===== config.mk =====
export PLATFORM = sky130hd
export DESIGN_NAME = mem_mult_engine
export DESIGN_NICKNAME = d
export VERILOG_FILES = /design/src/rtl/mem_mult_pkg.sv /design/src/rtl/seq_mult.sv /design/src/rtl/mem_mult_engine.sv
export SDC_FILE = /design/constraint.sdc
export NUM_CORES = 1
export LEC_CHECK = 0
export ABC_AREA = 1
export BUFFER_PORTS_ARGS = -buffer_cell sky130_fd_sc_hd__buf_4
export CAP_MARGIN = 10
export CORE_MARGIN = 2
export CORE_UTILIZATION = 60
export CTS_CLUSTER_SIZE = 24
export DETAILED_ROUTE_END_ITERATION = 8
export GPL_TIMING_DRIVEN = 0
export PLACE_DENSITY = 0.77
export SLEW_MARGIN = 25
export SYNTH_ARGS = -nofsm -noshare
export SYNTH_HDL_FRONTEND = slang
export SYNTH_SLANG_ARGS = --single-unit

===== constraint.sdc =====
create_clock -name clk -period 14.58 [get_ports clk]
set_input_delay 1.458 -clock clk [delete_from_list [all_inputs] [get_ports clk]]
set_output_delay 1.458 -clock clk [all_outputs]
set_load 0.03 [all_outputs]

===== src/rtl/mem_mult_pkg.sv =====
// Shared types for the memory-mapped batch multiplier: FSM encoding and
// per-pair cycle cost.
package mem_mult_pkg;

  typedef enum logic [2:0] {
    IDLE,
    LOAD,
    MULT,
    FIX,
    STORE,
    DONE
  } state_t;

  // LOAD + STORE move 2*op_bytes bytes each, MULT takes 8*op_bytes, FIX one.
  function automatic int pair_cycles(input int op_bytes);
    return 4 * op_bytes + 8 * op_bytes + 1;
  endfunction

endpackage


===== src/rtl/seq_mult.sv =====
// Shift-add multiplier on operand magnitudes; sign is reapplied on the output
// so the product is final in the cycle valid pulses.
module seq_mult #(
  parameter int OP_W = 16
) (
  input  logic              clk,
  input  logic              reset,
  input  logic              go,
  input  logic              is_signed,
  input  logic [OP_W-1:0]   a,
  input  logic [OP_W-1:0]   b,
  output logic [2*OP_W-1:0] prod,
  output logic              valid
);

  localparam int CNT_W = $clog2(OP_W + 1);

  logic [2*OP_W-1:0] acc;
  logic [2*OP_W-1:0] mcand;
  logic [OP_W-1:0]   mplier;
  logic [OP_W-1:0]   mag_a;
  logic [OP_W-1:0]   mag_b;
  logic [CNT_W-1:0]  cnt;
  logic              run;
  logic              neg;

  // Negating the most negative value wraps to 2**(OP_W-1), which is the
  // correct magnitude when read as unsigned.
  always_comb begin
    mag_a = (is_signed && a[OP_W-1]) ? -a : a;
    mag_b = (is_signed && b[OP_W-1]) ? -b : b;
    prod  = neg ? -acc : acc;
  end

  always_ff @(posedge clk or posedge reset) begin
    if (reset) begin
      acc    <= '0;
      mcand  <= '0;
      mplier <= '0;
      cnt    <= '0;
      run    <= 1'b0;
      neg    <= 1'b0;
      valid  <= 1'b0;
    end else begin
      valid <= 1'b0;
      if (go) begin
        acc    <= '0;
        mcand  <= {{OP_W{1'b0}}, mag_a};
        mplier <= mag_b;
        neg    <= is_signed & (a[OP_W-1] ^ b[OP_W-1]);
        cnt    <= '0;
        run    <= 1'b1;
      end else if (run) begin
        if (mplier[0]) acc <= acc + mcand;
        mcand  <= mcand << 1;
        mplier <= mplier >> 1;
        cnt    <= cnt + CNT_W'(1);
        if (cnt == CNT_W'(OP_W - 1)) begin
          run   <= 1'b0;
          valid <= 1'b1;
        end
      end
    end
  end

endmodule


===== src/rtl/mem_mult_engine.sv =====
// Batch multiplier acting as a byte-wide data-memory master: loads operand
// pairs, multiplies them, and writes big-endian products back.
module mem_mult_engine
  import mem_mult_pkg::*;
#(
  parameter int OP_BYTES  = 2,
  parameter int NUM_PAIRS = 16,
  parameter int SRC_BASE  = 0,
  parameter int DST_BASE  = 64,
  parameter int ADDR_W    = 8
) (
  input  logic              clk,
  input  logic              reset,
  input  logic              start,
  input  logic              signed_mode,
  output logic [ADDR_W-1:0] mem_addr,
  input  logic [7:0]        mem_rd_data,
  output logic              mem_wr_en,
  output logic [7:0]        mem_wr_data,
  output logic              busy,
  output logic              done
);

  // Handshake: start high holds the engine idle; a falling edge of start (a
  // high level must be seen first) launches a run. start high while busy
  // aborts. done stays high until start is raised again.

  localparam int OP_W   = 8 * OP_BYTES;
  localparam int BYTES2 = 2 * OP_BYTES;
  localparam int CNT_W  = $clog2(OP_W + 1);
  localparam int PAIR_W = $clog2(NUM_PAIRS + 1);

  state_t             state;
  logic               start_q;
  logic               mode_q;
  logic [CNT_W-1:0]   cnt;
  logic [PAIR_W-1:0]  pair;
  logic [ADDR_W-1:0]  src_ptr;
  logic [ADDR_W-1:0]  dst_ptr;
  logic [2*OP_W-1:0]  opnd;
  logic [2*OP_W-1:0]  opnd_next;
  logic [2*OP_W-1:0]  st_sr;
  logic               mul_go;
  logic [2*OP_W-1:0]  mul_prod;
  logic               mul_valid;

  // The final operand byte is still on mem_rd_data when the multiplier is
  // started, so it is fed from the shift register's next value.
  always_comb begin
    opnd_next = {opnd[2*OP_W-9:0], mem_rd_data};
    mul_go    = (state == LOAD) && (cnt == CNT_W'(BYTES2 - 1));
  end

  seq_mult #(.OP_W(OP_W)) u_mult (
    .clk       (clk),
    .reset     (reset),
    .go        (mul_go),
    .is_signed (mode_q),
    .a         (opnd_next[2*OP_W-1:OP_W]),
    .b         (opnd_next[OP_W-1:0]),
    .prod      (mul_prod),
    .valid     (mul_valid)
  );

  always_ff @(posedge clk or posedge reset) begin
    if (reset) begin
      state       <= IDLE;
      start_q     <= 1'b0;
      mode_q      <= 1'b0;
      cnt         <= '0;
      pair        <= '0;
      src_ptr     <= '0;
      dst_ptr     <= '0;
      opnd        <= '0;
      st_sr       <= '0;
      mem_addr    <= '0;
      mem_wr_en   <= 1'b0;
      mem_wr_data <= '0;
      busy        <= 1'b0;
      done        <= 1'b0;
    end else begin
      start_q <= start;
      if (busy && start) begin
        state     <= IDLE;
        busy      <= 1'b0;
        done      <= 1'b0;
        mem_wr_en <= 1'b0;
      end else begin
        case (state)
          IDLE: begin
            if (start_q && !start) begin
              mode_q   <= signed_mode;
              pair     <= '0;
              cnt      <= '0;
              mem_addr <= ADDR_W'(SRC_BASE);
              src_ptr  <= ADDR_W'(SRC_BASE + 1);
              dst_ptr  <= ADDR_W'(DST_BASE);
              busy     <= 1'b1;
              state    <= LOAD;
            end
          end
          LOAD: begin
            opnd <= opnd_next;
            if (cnt == CNT_W'(BYTES2 - 1)) begin
              cnt   <= '0;
              state <= MULT;
            end else begin
              cnt      <= cnt + CNT_W'(1);
              mem_addr <= src_ptr;
              src_ptr  <= src_ptr + ADDR_W'(1);
            end
          end
          MULT: begin
            if (cnt == CNT_W'(OP_W - 1)) begin
              cnt   <= '0;
              state <= FIX;
            end else begin
              cnt <= cnt + CNT_W'(1);
            end
          end
          FIX: begin
            if (mul_valid) begin
              mem_wr_data <= mul_prod[2*OP_W-1 -: 8];
              st_sr       <= mul_prod << 8;
              mem_addr    <= dst_ptr;
              dst_ptr     <= dst_ptr + ADDR_W'(1);
              mem_wr_en   <= 1'b1;
              cnt         <= '0;
              state       <= STORE;
            end
          end
          STORE: begin
            if (cnt == CNT_W'(BYTES2 - 1)) begin
              mem_wr_en <= 1'b0;
              cnt       <= '0;
              pair      <= pair + PAIR_W'(1);
              if (pair == PAIR_W'(NUM_PAIRS - 1)) begin
                busy  <= 1'b0;
                done  <= 1'b1;
                state <= DONE;
              end else begin
                mem_addr <= src_ptr;
                src_ptr  <= src_ptr + ADDR_W'(1);
                state    <= LOAD;
              end
            end else begin
              mem_wr_data <= st_sr[2*OP_W-1 -: 8];
              st_sr       <= st_sr << 8;
              mem_addr    <= dst_ptr;
              dst_ptr     <= dst_ptr + ADDR_W'(1);
              cnt         <= cnt + CNT_W'(1);
            end
          end
          DONE: begin
            if (start) begin
              done  <= 1'b0;
              state <= IDLE;
            end
          end
          default: state <= IDLE;
        endcase
      end
    end
  end

endmodule


==> results of run 1 <==
-- metal layers --
| metal | vias to the layer above | track usage (%) | wire, um |
|---|---|---|---|
| met3 | 51 | 3.75 | 2040 |
| li1 | 5872 | - | - |
| met4 | 0 | 8.69 | 677 |
| met5 | - | 0 | 0 |
| met2 | 374 | 50.7 | 14900 |
| met1 | 5476 | 45.6 | 15300 |
-- final cells by class --
type / count / area, um2
Buffer: 49 / 218
Clock buffer: 20 / 447
Clock inverter: 12 / 91.3
Fill cell: 1834 / 6390
Inverter: 264 / 998
Multi-Input combinational cell: 1304 / 6250
Sequential cell: 186 / 4650
Tap cell: 265 / 332
Timing Repair Buffer: 32 / 280
-- power by group through the flow --
stage               Sequential (uW)  Clock (uW)  Combinational [uW]
global route                    869         459                1440
floorplan                       822           0                 920
CTS                             846         441                1260
finish                          852         437                1270
global placement                848           0                1220
detailed placement              854           0                1250
-- logic make-up (layout without fill, tap and decap cells) --
group	count (synthesis)	after routing	share of synthesized area (%)
AOI/OAI and AO/OA	277	277	12.4
xor gates and xnor gates	26	26	1.88
adders and majority gates	44	44	4.61
buffers and inverters	313	377	9.98
DFF	186	186	38.4
muxes	2	2	0.176
and+or+nand+nor	955	955	32.6
-- worst paths after layout --
path                                       startpoint                           end  slack (ps)  cells past startpoint
min reg2reg                mem_wr_data[3]$_DFFE_PP0P_    mem_wr_data[3]$_DFFE_PP0P_         480                      2
min in group asynchronous                       reset          state[1]$_DFFE_PP0P_        1000                      2
min                        mem_wr_data[3]$_DFFE_PP0P_    mem_wr_data[3]$_DFFE_PP0P_         480                      2
max                                             start           pair[3]$_DFFE_PP0P_       11950                     10
max reg2reg                        cnt[0]$_DFFE_PP0P_    u_mult.acc[15]$_DFFE_PP0P_       12200                      9
max in group asynchronous                       reset  u_mult.mcand[26]$_DFFE_PP0P_       12860                      3
-- cell usage in the layout, fill, tap and decap left out, types with 11 or more instances in the layout --
master,netlist,layout
nor3_1,21,21
o21ai_0,116,116
o22ai_1,20,20
nand2_1,580,580
xor2_1,22,22
nand4_1,15,15
o21ai_1,16,16
nor2_1,154,154
clkbuf_16,0,17
inv_2,11,11
inv_1,250,249
nand3_1,160,160
clkbuf_1,23,25
ha_1,43,43
a21oi_1,95,95
dfrtp_1,186,186
buf_4,1,31
buf_2,24,24
-- tightest hold or removal path, cell delays in order, from the launching register on --
cell and delay, ps:
dfrtp_1 350, nand2_1 50, nand2_1 50
-- registers in the layout, summed over array words and instances, names as in the netlist, 16 cells and up --
signal,cells
opnd,24
u_mult.mplier,16
u_mult.acc,32
st_sr,24
u_mult.mcand,32
-- through the flow --
stage / std cells / hold slack (ps) / area (um2) / power (uW) / setup WS, ps
3_5_place_dp: 2100 / 466 / 12700 / 2100 / 11570
2_1_floorplan: 1803 / 444 / 12100 / 1740 / 8060
3_3_place_gp: 2098 / 461 / 12700 / 2070 / 6020
4_1_cts: 2132 / 486 / 13300 / 2540 / 12000
5_1_grt: 2132 / 496 / 13300 / 2770 / 11820
6_report: 2132 / 481 / 13300 / 2560 / 11950
==> results_dict.tcl, run 1 <==
set metrics [dict create \
    status "complete, no violations" \
    overflow 0 \
    post_cts_buffers 0 \
    drive_gt1_share_pct 6.59 \
    worst_pin_slew_ps 586 \
    drv_cap 0 \
    p_leak_uw 0.00702 \
    cp.arrival_ps 2980 \
    yosys_warnings 0 \
    area_growth_pct 9.56 \
    power_switching_uw 1240 \
    diodes 0 \
    syn_inst 1803 \
    slew_headroom_pct 61.0 \
    drc 0 \
    power_frac_clock_pct 17.1 \
    antenna_found_initial 0 \
    drtIter0Drc 1013 \
    clockRootBuffer "clkbuf_16" \
    skew_ps 24.5 \
    drv_slew 0 \
    ys_seq_area_share_pct 38.4 \
    avgRoutedWirePerCell_um 15.5 \
    setup_tns_ps 0 \
    combPwrFrac_pct 49.7 \
    clockBufferDepth 2 \
    cp_num_buf_inv 2 \
    cts_resized 0 \
    peakVddDrop_mv 0.105 \
    rows 51 \
    yosysMostFrequentCell "nand2_1" \
    synth_common_cells "580 x nand2_1, 250 x inv_1, 186 x dfrtp_1, 160 x nand3_1, 154 x nor2_1" \
    place.port_buffers 30 \
    fin_util_pct 67.5 \
    yosysUniqueCellTypes 45 \
    synth.cell_area_um2 12100 \
    grt_max_degree 81 \
    place_hpwl_um 25400 \
    clock_sinks 186 \
    grt_usage_pct 31.5 \
    path_max_fanout 10 \
    first_pass_iters 5 \
    cts_tree "built" \
    routed_wl_um 33000 \
    grt_pass1_vias 10900 \
    critPathKind "primary input to flip-flop" \
    place_congestion 0.952 \
    async_reset_ff_share_pct 100 \
    required_ps 14930 \
    cts_buffers 17 \
    switching_share_pct 48.5 \
    core-area_um2 19700 \
    ys_ff_latch 186 \
    syn_nets 1859 \
    die_h_um 146 \
    dieArea_um2 21300 \
    critPathLaunchType "primary input" \
    holdCritPathClass "flip-flop to flip-flop" \
    internal-power_uw 1320 \
    io_pins 31 \
    cp_common_cell "nand2_1" \
    max_stage_delay_ps 240 \
    vias_per_cell 5.52 \
    fin_crit_sh_pct 18.0 \
    setup_viol 0 \
    die_w_um 146 \
    synth_top_area_share_pct 38.4 \
    path_delay_family "simple AND/OR/NAND/NOR gates" \
    path_cells "buf_4 > nand2_1 > nand2_1 > nor2_2 > nand2_2 > nor2_2 > inv_2 > nand2_1 > nand2_1 > o21ai_1" \
    holdBufCountCts 0 \
    start_util_pct 61.6 \
    fin_crit_ps 2630 \
    htreeDepth 4 \
    nets 1910 \
    synth_top_flop_cell "dfrtp_1" \
    ys_top_cells_by_area "dfrtp_1 38%, nand2_1 18%, inv_1 7.7%, nand3_1 6.6%, o21ai_0 4.8%" \
    clock_latency_ps 450 \
    grt_pass1_wl_um 54600 \
    power_frac_seq_pct 33.2 \
    avgSynthCellArea_um2 6.72 \
    worst_path_max_delay_cell "nor2_2" \
    synth-edff-count 0 \
    fmax_mhz 381 \
    vias 11800 \
    cp-end-kind "flip-flop" \
    hold_viol 0 \
    final_antenna_net_count 0 \
    clkSlewWorstSetupHoldPaths_ps 70 \
    rsz0062_at_grt "no" \
    yosysTopAreaCell "dfrtp_1" \
    powerDensity_nw_per_um2 193 \
]
Power figures use the tool's default switching activity.
==> run 2: changes to the inputs <==
==> constraint.sdc (replaced) <==
create_clock -name clk -period 2.7 [get_ports clk]
set_input_delay 0.27 -clock clk [delete_from_list [all_inputs] [get_ports clk]]
set_output_delay 0.27 -clock clk [all_outputs]
set_load 0.03 [all_outputs]
==> results_dict.tcl, run 2 (synthesis gave the netlist of run 1 again) <==
set metrics [dict create \
    placedCellCount 2104 \
    max_stage_delay_ps 420 \
    seq_area_um2 4650 \
    htreeDepth 4 \
    drv_slew 0 \
    p_leak_uw 0.00710 \
    slew_headroom_pct 60.5 \
    cp-end-kind "flip-flop" \
    n_fill_cell 1755 \
    hold_slack_ps 48.2 \
    core-area_um2 19700 \
    setup_viol 0 \
    stdcell_count 2138 \
    rsz0062_at_grt "no" \
    grt_pass1_wl_um 55100 \
    antenna_found_initial 0 \
    reg2reg_depth 9 \
    dieArea_um2 21300 \
    drc 0 \
    holdPathEnd "opnd[0]$_DFFE_PP0P_" \
    worst_path_max_delay_cell "nand4_1" \
    final_antenna_net_count 0 \
    die_h_um 146 \
    multiInputGateArea_um2 6250 \
    peakVddDrop_mv 0.604 \
    path_cells "ha_1 > nand4_1 > nor2_4 > nor2_1 > inv_2 > buf_2 > a21oi_1 > o21ai_0 > o21ai_0" \
    final_cell_mix "580 x nand2_1, 249 x inv_1, 186 x dfrtp_1" \
    path_max_fanout 10 \
    vias_per_cell 5.53 \
    hp-start "mem_rd_data[0]" \
    clockRootBuffer "clkbuf_16" \
    cts_tree "built" \
    critPathLaunchType "flip-flop" \
    avgRoutedWirePerCell_um 15.6 \
    grt_pass1_vias 11100 \
    fin_util_pct 68.3 \
    cp.arrival_ps 2740 \
    power.total_uw 14100 \
    cts_resized 0 \
    clock_latency_ps 460 \
    drv_cap 0 \
    nets 1916 \
    fin_crit_ps 2430 \
    post-place-ws_ps 330 \
    vias 11800 \
    fmax_mhz 411 \
    final_common_cell "nand2_1" \
    fin_crit_sh_pct 90.1 \
    first_pass_iters 6 \
    ff2ff_setup_slack_ps 270 \
    reg2reg_from "cnt[0]$_DFFE_PP0P_" \
    routed_wl_um 33300 \
    io_pins 31 \
    powerDensity_nw_per_um2 1050 \
    overflow 0 \
    hold_viol 0 \
    skew_ps 26.3 \
    place.port_buffers 30 \
    drtIter0Drc 955 \
    min_path_cells 3 \
    status "complete, no violations" \
    cp_common_cell "o21ai_0" \
    r2r-end "u_mult.acc[11]$_DFFE_PP0P_" \
    start_util_pct 61.6 \
    rows 51 \
    grt_usage_pct 31.9 \
    place_congestion 0.946 \
    cts_buffers 17 \
    clock_sinks 186 \
    grt_max_degree 33 \
    drive_gt1_share_pct 6.89 \
    clkSlewWorstSetupHoldPaths_ps 80 \
    diodes 0 \
    required_ps 3000 \
    worst_slack_ps 267 \
    die_w_um 146 \
    holdCritPathClass "primary input to flip-flop" \
    area_growth_pct 10.8 \
    critPathKind "flip-flop to flip-flop" \
    reg_top3 "u_mult.acc x32, u_mult.mcand x32" \
    place_hpwl_um 25600 \
    worst_pin_slew_ps 592 \
    clockBufferDepth 2 \
]
-- run 2: cell types whose count changed in the layout (fill, tap and decap cells not counted), moves of 2 or more --
cell,previous run,this run
buf_12,0,6
buf_16,2,0
bufinv_16,0,2
clkbuf_1,25,23
clkinvlp_4,4,2
dlygate4sd3_1,0,2
inv_6,2,4
-- run 2: power by group --
| group | switching (uW) | total [uW] | internal [uW] |
|---|---|---|---|
| combinational | 4640 | 6870 | 2220 |
| sequential | 908 | 4600 | 3700 |
| clock | 1210 | 2650 | 1450 |
-- run 2: final cells by class --
class | count | share of cell area, %
multi-input combinational | 1304 | 46.6
sequential | 186 | 34.7
inverter | 264 | 7.41
clock buffer | 19 | 3.38
timing repair buffer | 38 | 2.72
tap | 265 | 2.47
buffer | 49 | 1.62
clock inverter | 13 | 1.16
-- run 2: how the worst max path moves through the flow --
stage | from | to | cells past startpoint
after floorplan | reset | busy$_DFFE_PP0P_ | 1
after global placement | reset | mem_wr_data[2]$_DFFE_PP0P_ | 2
after detailed placement | cnt[0]$_DFFE_PP0P_ | u_mult.acc[15]$_DFFE_PP0P_ | 9
after CTS | cnt[1]$_DFFE_PP0P_ | u_mult.neg$_DFFE_PP0P_ | 7
after global routing | cnt[1]$_DFFE_PP0P_ | u_mult.acc[11]$_DFFE_PP0P_ | 9
final | cnt[0]$_DFFE_PP0P_ | u_mult.acc[11]$_DFFE_PP0P_ | 9
-- run 2: what timing repair did --
item,in CTS,in global routing
hold endpoints to repair,20,0
hold buffers,2,0
setup buffers,0,0
-- run 2: layer usage --
| metal | global-route usage, % | wire length (um) |
|---|---|---|
| met3 | 4.09 | 2270 |
| met4 | 10.3 | 734 |
| met1 | 45.4 | 15300 |
| met2 | 51.1 | 15100 |
| met5 | 0 | 0 |
-- run 2: critical path, delay by kind of cell, from the launching register on --
family / cells / cell delay, ps
AND/OR/NAND/NOR: 3 / 1030
flip-flops: 1 / 380
AO/OA/AOI/OAI: 3 / 330
buffers and inverters: 2 / 320
adder cells (fa/ha/maj): 1 / 220
-- run 2: metrics by stage --
stage / instance area, um2 / TNS (ps)
3_3_place_gp: 12700 / -203050
2_1_floorplan: 12100 / 0
3_5_place_dp: 12800 / 0
5_1_grt: 13400 / 0
4_1_cts: 13400 / 0
6_report: 13400 / 0
